--- config.mk ---
export PLATFORM = sky130hd
export DESIGN_NAME = uart_tx_arbiter
export DESIGN_NICKNAME = d
export VERILOG_FILES = /design/src/rtl/uart_tx_arbiter.sv
export SDC_FILE = /design/constraint.sdc
export NUM_CORES = 1
export LEC_CHECK = 0
export BUFFER_PORTS_ARGS = -buffer_cell sky130_fd_sc_hd__buf_2
export CORE_ASPECT_RATIO = 1.25
export CORE_MARGIN = 3
export CORE_UTILIZATION = 66
export CTS_BUF_LIST = sky130_fd_sc_hd__clkbuf_8
export DETAILED_ROUTE_END_ITERATION = 7
export PLACE_DENSITY = 0.94
export REMOVE_ABC_BUFFERS = 1
export SKIP_CTS_REPAIR_TIMING = 1
export SYNTH_ARGS = -nofsm -noshare
export SYNTH_HDL_FRONTEND = slang
export SYNTH_SLANG_ARGS = --single-unit
--- constraint.sdc ---
create_clock -name clock -period 5.6 [get_ports clock]
set_input_delay 1.12 -clock clock [delete_from_list [all_inputs] [get_ports clock]]
set_output_delay 1.12 -clock clock [all_outputs]
set_load 0.02 [all_outputs]
--- src/rtl/uart_tx_arbiter.sv ---
// rtl/uart_tx_arbiter.sv - two-requester round-robin byte arbiter driving one 8N1 UART transmitter

// Per-requester byte queue with a saturating drop counter and a registered full flag
module uart_tx_arbiter_fifo #(
  parameter int DEPTH = 4
) (
  input  logic       clock,
  input  logic       reset,
  input  logic       push_i,
  input  logic [7:0] data_i,
  input  logic       pop_i,
  output logic [7:0] rdata_o,
  output logic       empty_o,
  output logic       full_o,
  output logic [7:0] drop_o
);
  localparam int AW = $clog2(DEPTH);
  localparam logic [AW:0] FULL_CNT = (AW+1)'(DEPTH);

  logic [7:0]    mem_q [DEPTH];
  logic [AW-1:0] wptr_q, wptr_d;
  logic [AW-1:0] rptr_q, rptr_d;
  logic [AW:0]   count_q, count_d;
  logic          full_q, full_d;
  logic [7:0]    drop_q, drop_d;
  logic          accept;
  logic          pop_ok;

  // Fullness is judged on the pre-edge count, so a pop in the same cycle never rescues a push
  always_comb begin
    accept  = push_i && (count_q != FULL_CNT);
    pop_ok  = pop_i && (count_q != '0);
    wptr_d  = accept ? wptr_q + AW'(1) : wptr_q;
    rptr_d  = pop_ok ? rptr_q + AW'(1) : rptr_q;
    count_d = count_q + (AW+1)'(accept) - (AW+1)'(pop_ok);
    full_d  = (count_d == FULL_CNT);
    drop_d  = drop_q;
    if (push_i && !accept && (drop_q != 8'hFF)) begin
      drop_d = drop_q + 8'd1;
    end
  end

  // Pointer, count, flag and drop-counter registers
  always_ff @(posedge clock or posedge reset) begin
    if (reset) begin
      wptr_q  <= '0;
      rptr_q  <= '0;
      count_q <= '0;
      full_q  <= 1'b0;
      drop_q  <= 8'd0;
    end else begin
      wptr_q  <= wptr_d;
      rptr_q  <= rptr_d;
      count_q <= count_d;
      full_q  <= full_d;
      drop_q  <= drop_d;
    end
  end

  // Storage array; contents are don't-care while the count says empty
  always_ff @(posedge clock) begin
    if (accept) begin
      mem_q[wptr_q] <= data_i;
    end
  end

  assign rdata_o = mem_q[rptr_q];
  assign empty_o = (count_q == '0);
  assign full_o  = full_q;
  assign drop_o  = drop_q;
endmodule

// Two byte queues, a round-robin pick in IDLE, and an 8N1 serializer with registered outputs
module uart_tx_arbiter #(
  parameter int CLKS_PER_BIT = 4,
  parameter int FIFO_DEPTH   = 4
) (
  input  logic       clock,
  input  logic       reset,
  input  logic       req0_valid,
  input  logic [7:0] req0_data,
  input  logic       req1_valid,
  input  logic [7:0] req1_data,
  output logic       full0,
  output logic       full1,
  output logic [7:0] drop0,
  output logic [7:0] drop1,
  output logic       tx,
  output logic       busy,
  output logic       grant_id,
  output logic [8:0] mon_out
);
  localparam int CW = (CLKS_PER_BIT > 1) ? $clog2(CLKS_PER_BIT) : 1;
  localparam logic [CW-1:0] BAUD_LAST = CW'(CLKS_PER_BIT - 1);

  typedef enum logic [1:0] {
    ST_IDLE,
    ST_START,
    ST_DATA,
    ST_STOP
  } state_e;

  state_e        state_q, state_d;
  logic [CW-1:0] baud_q, baud_d;
  logic [2:0]    bit_q, bit_d;
  logic [7:0]    shift_q, shift_d;
  logic          tx_q, tx_d;
  logic          busy_q, busy_d;
  logic          grant_q, grant_d;
  logic          last_q, last_d;
  logic [8:0]    mon_q, mon_d;

  logic          empty0, empty1;
  logic [7:0]    head0, head1;
  logic          pop0, pop1;
  logic          winner;
  logic [7:0]    win_byte;

  uart_tx_arbiter_fifo #(.DEPTH(FIFO_DEPTH)) u_fifo0 (
    .clock   (clock),
    .reset   (reset),
    .push_i  (req0_valid),
    .data_i  (req0_data),
    .pop_i   (pop0),
    .rdata_o (head0),
    .empty_o (empty0),
    .full_o  (full0),
    .drop_o  (drop0)
  );

  uart_tx_arbiter_fifo #(.DEPTH(FIFO_DEPTH)) u_fifo1 (
    .clock   (clock),
    .reset   (reset),
    .push_i  (req1_valid),
    .data_i  (req1_data),
    .pop_i   (pop1),
    .rdata_o (head1),
    .empty_o (empty1),
    .full_o  (full1),
    .drop_o  (drop1)
  );

  // Round-robin pick: on a tie the requester that did not go last wins; pops only happen in IDLE
  always_comb begin
    if (!empty0 && !empty1) begin
      winner = ~last_q;
    end else begin
      winner = empty0;
    end
    win_byte = winner ? head1 : head0;
    pop0     = (state_q == ST_IDLE) && !empty0 && !winner;
    pop1     = (state_q == ST_IDLE) && !empty1 && winner;
  end

  // Frame sequencer: next state plus next values of every registered output
  always_comb begin
    state_d = state_q;
    baud_d  = baud_q;
    bit_d   = bit_q;
    shift_d = shift_q;
    tx_d    = tx_q;
    busy_d  = busy_q;
    grant_d = grant_q;
    last_d  = last_q;
    mon_d   = 9'd0;
    unique case (state_q)
      ST_IDLE: begin
        tx_d   = 1'b1;
        busy_d = 1'b0;
        if (pop0 || pop1) begin
          state_d = ST_START;
          baud_d  = '0;
          shift_d = win_byte;
          grant_d = winner;
          last_d  = winner;
          tx_d    = 1'b0;
          busy_d  = 1'b1;
          mon_d   = {1'b1, win_byte};
        end
      end
      ST_START: begin
        if (baud_q == BAUD_LAST) begin
          state_d = ST_DATA;
          baud_d  = '0;
          bit_d   = 3'd0;
          tx_d    = shift_q[0];
        end else begin
          baud_d = baud_q + CW'(1);
        end
      end
      ST_DATA: begin
        if (baud_q == BAUD_LAST) begin
          baud_d = '0;
          if (bit_q == 3'd7) begin
            state_d = ST_STOP;
            tx_d    = 1'b1;
          end else begin
            bit_d   = bit_q + 3'd1;
            shift_d = {1'b0, shift_q[7:1]};
            tx_d    = shift_q[1];
          end
        end else begin
          baud_d = baud_q + CW'(1);
        end
      end
      ST_STOP: begin
        if (baud_q == BAUD_LAST) begin
          state_d = ST_IDLE;
          baud_d  = '0;
          tx_d    = 1'b1;
          busy_d  = 1'b0;
        end else begin
          baud_d = baud_q + CW'(1);
        end
      end
      default: begin
        state_d = ST_IDLE;
        baud_d  = '0;
        tx_d    = 1'b1;
        busy_d  = 1'b0;
      end
    endcase
  end

  // Sequencer and output registers; reset forces the line idle immediately
  always_ff @(posedge clock or posedge reset) begin
    if (reset) begin
      state_q <= ST_IDLE;
      baud_q  <= '0;
      bit_q   <= 3'd0;
      shift_q <= 8'd0;
      tx_q    <= 1'b1;
      busy_q  <= 1'b0;
      grant_q <= 1'b0;
      last_q  <= 1'b1;
      mon_q   <= 9'd0;
    end else begin
      state_q <= state_d;
      baud_q  <= baud_d;
      bit_q   <= bit_d;
      shift_q <= shift_d;
      tx_q    <= tx_d;
      busy_q  <= busy_d;
      grant_q <= grant_d;
      last_q  <= last_d;
      mon_q   <= mon_d;
    end
  end

  assign tx       = tx_q;
  assign busy     = busy_q;
  assign grant_id = grant_q;
  assign mon_out  = mon_q;
endmodule

==> impl_metrics.py <==
metrics = {
    "critical_path": {
        "startpoint_type": "register",
        "cp_max_fo": 5,
        "worstPathRequired_ps": 5940,
        "cp.arrival_ps": 3350,
        "path_class": "reg -> reg",
        "cpLargestDelayFamily": "simple AND/OR/NAND/NOR gates",
        "r2r_setup_slack_ps": 2590,
        "critical_path.endpoint_type": "register",
        "cp_slowest_stage_delay_ps": 450,
        "reg2reg_from": "u_fifo0.count_q[2]",
        "critPathSlowestCell": "dfrtp_1",
        "reg2reg_depth": 11,
        "r2r-end": "u_fifo1.full_o",
        "critical_path.cell_chain": "or3_4 -> a21oi_1 -> nand2_1 -> inv_1 -> ha_1 -> inv_1 -> ha_1 -> fa_1 -> xnor2_1 -> xnor2_1 -> nor3b_1",
        "cp_num_buf_inv": 2,
    },
    "placed_design": {
        "gp_congestion": 0.791,
        "pre_cts_ws_ps": 2720,
        "placed_area_um2": 5590,
        "port_buffers": 49,
        "dp_hpwl_um": 6810,
    },
    "synthesis": {
        "synth_simple_gate_area_share_pct": 8.29,
        "avgSynthCellArea_um2": 15.4,
        "synth-seq-cells": 124,
        "syn_area_um2": 5270,
        "synth_flop_cell": "edfxtp_1",
        "yosys-top-cells-count": "edfxtp_1 (64), dfrtp_1 (58), ha_1 (21)",
        "synth.area.top_cells": "edfxtp_1 (36%), dfrtp_1 (28%), mux4_2 (6.8%)",
        "synth_seq_area_share_pct": 65.0,
        "synth.most_common_cell": "edfxtp_1",
        "synth_top_area_cell": "edfxtp_1",
        "postSynth.asyncResetShare_pct": 48.4,
        "synth_top_family_by_area": "multiplexers",
        "synth_cells": 343,
        "yosysTopAreaCellShare_pct": 36.5,
        "synthXorXnorAreaFrac_pct": 3.99,
        "synth_edf_count": 64,
        "synth-compound-area-share_pct": 5.70,
        "synth_mux_area_share_pct": 9.03,
        "synthAdderAreaFrac_pct": 5.75,
        "synth_cell_types": 52,
        "ys_warn_count": 0,
    },
    "cts": {
        "clockBufferDepth": 2,
        "htreeDepth": 4,
        "cts.sinks": 124,
        "cts_buffers": 17,
        "clkTransAtPathRegs_ps": 80,
        "cts_tree": "built",
        "cts-root-buf": "clkbuf_8",
        "clkLatencyLatePin_ps": 430,
    },
    "timing": {
        "clock_skew_ps": 12.6,
        "slew-limit-headroom_pct": 50.6,
        "tns_ps": 0,
        "max_slew.worst_pin.slew_ps": 742,
        "setup-violations-final": 0,
        "fin_ws_ps": 2590,
        "final.min_clock_period_ps": 3010,
        "hold_viol": 0,
        "fmax_mhz": 332,
        "grt_setup_unrepaired": "false",
        "drv_slew": 0,
        "period_share_pct": 53.7,
    },
    "flow_run": {
        "max_cap_violations": 0,
    },
    "global_routing": {
        "gr-total-overflow": 0,
        "grt_use_total_pct": 23.8,
        "grt_max_degree": 61,
        "grt_pass1_vias": 3235,
        "grt_pass1_wl_um": 16100,
        "antenna_found_initial": 0,
    },
    "floorplan": {
        "die_y_um": 106,
        "fp-row-count": 35,
        "fp.dieW_um": 85.9,
        "start_util_pct": 69.5,
        "core-area_um2": 7580,
        "boundaryPins": 50,
        "die-area_um2": 9100,
    },
    "finish": {
        "diodes": 0,
        "fillerInstances": 394,
        "final_area_um2": 5960,
        "fin_nets": 447,
        "area_delta_synth_final_pct": 13.2,
        "drive_gt1_share_pct": 27.8,
    },
    "status": {
        "status": "finished, final reports clean",
    },
    "detailed_routing": {
        "num_vias": 3049,
        "ant_nets": 0,
        "wire_per_inst_um": 19.3,
        "vias_per_cell": 5.99,
        "wirelength_um": 9830,
        "drc_errors": 0,
        "drtIter0Drc": 195,
        "drt_pass1_iterations": 4,
    },
    "pwr": {
        "powerDensity_nw_per_um2": 578,
        "ir_drop_uv": 411,
        "leakagePower_nw": 2.52,
    },
    "min_path": {
        "hp-start": "baud_q[0]",
        "hold-path-cell-count": 1,
        "hold_class": "reg -> reg",
        "worstHoldEndpoint": "baud_q[0]",
    },
}
==> cells in the final DEF (no fill, tap or decap), types with 3 or more instances in the layout <==
master,Yosys,layout
mux2i_1,7,7
inv_6,0,4
edfxtp_1,64,64
nand2_1,20,20
nor3_1,4,4
xnor2_1,15,15
clkinv_4,0,4
o211ai_1,6,6
clkinvlp_4,0,4
ha_1,21,21
a21oi_1,3,3
mux4_2,16,16
mux2_2,4,4
clkbuf_8,0,17
dfrtp_1,58,58
buf_2,3,49
xor2_1,9,9
inv_1,20,19
nor2_1,14,14
nand3_1,14,14
o21ai_0,5,5
inv_8,0,3
and2_1,9,9
a22o_1,7,7
nand4_1,5,5
==> area by class of cell <==
class	count	area [um^2]	area share, %
Sequential cell	124	3430	57.5
Multi-Input combinational cell	191	1730	28.9
Timing Repair Buffer	50	253	4.24
Clock buffer	17	234	3.92
Clock inverter	15	134	2.25
Tap cell	92	115	1.93
Inverter	20	75.1	1.26
==> registers in the layout, indices dropped and copies added, names as in the netlist, 2 cells and up <==
name,cells
u_fifo0.rptr_q,2
bit_q,3
baud_q,2
shift_q,8
u_fifo0.wptr_q,2
u_fifo1.wptr_q,2
u_fifo1.count_q,3
u_fifo0.count_q,3
u_fifo1.drop_o,8
u_fifo1.mem_q,32
u_fifo0.mem_q,32
state_q,2
u_fifo1.rptr_q,2
u_fifo0.drop_o,8
mon_out,9
==> kinds of logic after synthesis <==
family / Yosys count
mux: 27
fa+ha+maj: 23
flops: 124
xor+xnor: 24
simple gates: 81
buf+inv: 28
compound gates: 36
==> metal layers <==
metal | up-vias | GRT usage, % | part of all wire [%]
met5 | - | 0 | 0
met2 | 86 | 41.6 | 55
met1 | 1556 | 27.9 | 39
met4 | 0 | 9.16 | 1.7
li1 | 1394 | - | -
met3 | 13 | 6.02 | 3.6
==> worst max-delay path by stage <==
| stage | from | to | slack [ps] | depth (start not counted) |
|---|---|---|---|---|
| 6_report | u_fifo0.count_q[2] | u_fifo1.full_o | 2590 | 11 |
| 5_1_grt | u_fifo0.count_q[2] | u_fifo1.full_o | 2430 | 11 |
| 4_1_cts | u_fifo0.count_q[2] | u_fifo1.full_o | 2620 | 11 |
| 3_5_place_dp | req0_valid | u_fifo0.full_o | 2720 | 8 |
| 3_3_place_gp | req0_valid | u_fifo0.full_o | 2910 | 8 |
| 2_1_floorplan | reset | baud_q[0] | 3000 | 1 |
==> per-stage QoR <==
step	instances	utilization [%]	hold slack [ps]	total power, mW
finish	509	78.7	497	3.44
CTS	509	78.7	496	3.46
global placement	477	73.8	467	2.64
floorplan	335	-	450	2.37
global route	509	78.7	510	3.65
detailed placement	477	73.8	481	2.73
==> where the power goes <==
| group | switching, mW | internal [mW] | leakage (nW) | total, mW |
|---|---|---|---|---|
| clock | 0.394 | 0.322 | 0.176 | 0.716 |
| sequential | 0.236 | 1.26 | 1.34 | 1.50 |
| combinational | 0.695 | 0.538 | 1.00 | 1.23 |
| total | 1.33 | 2.12 | 2.52 | 3.44 |
No activity file was read; power rests on OpenSTA's default activity.
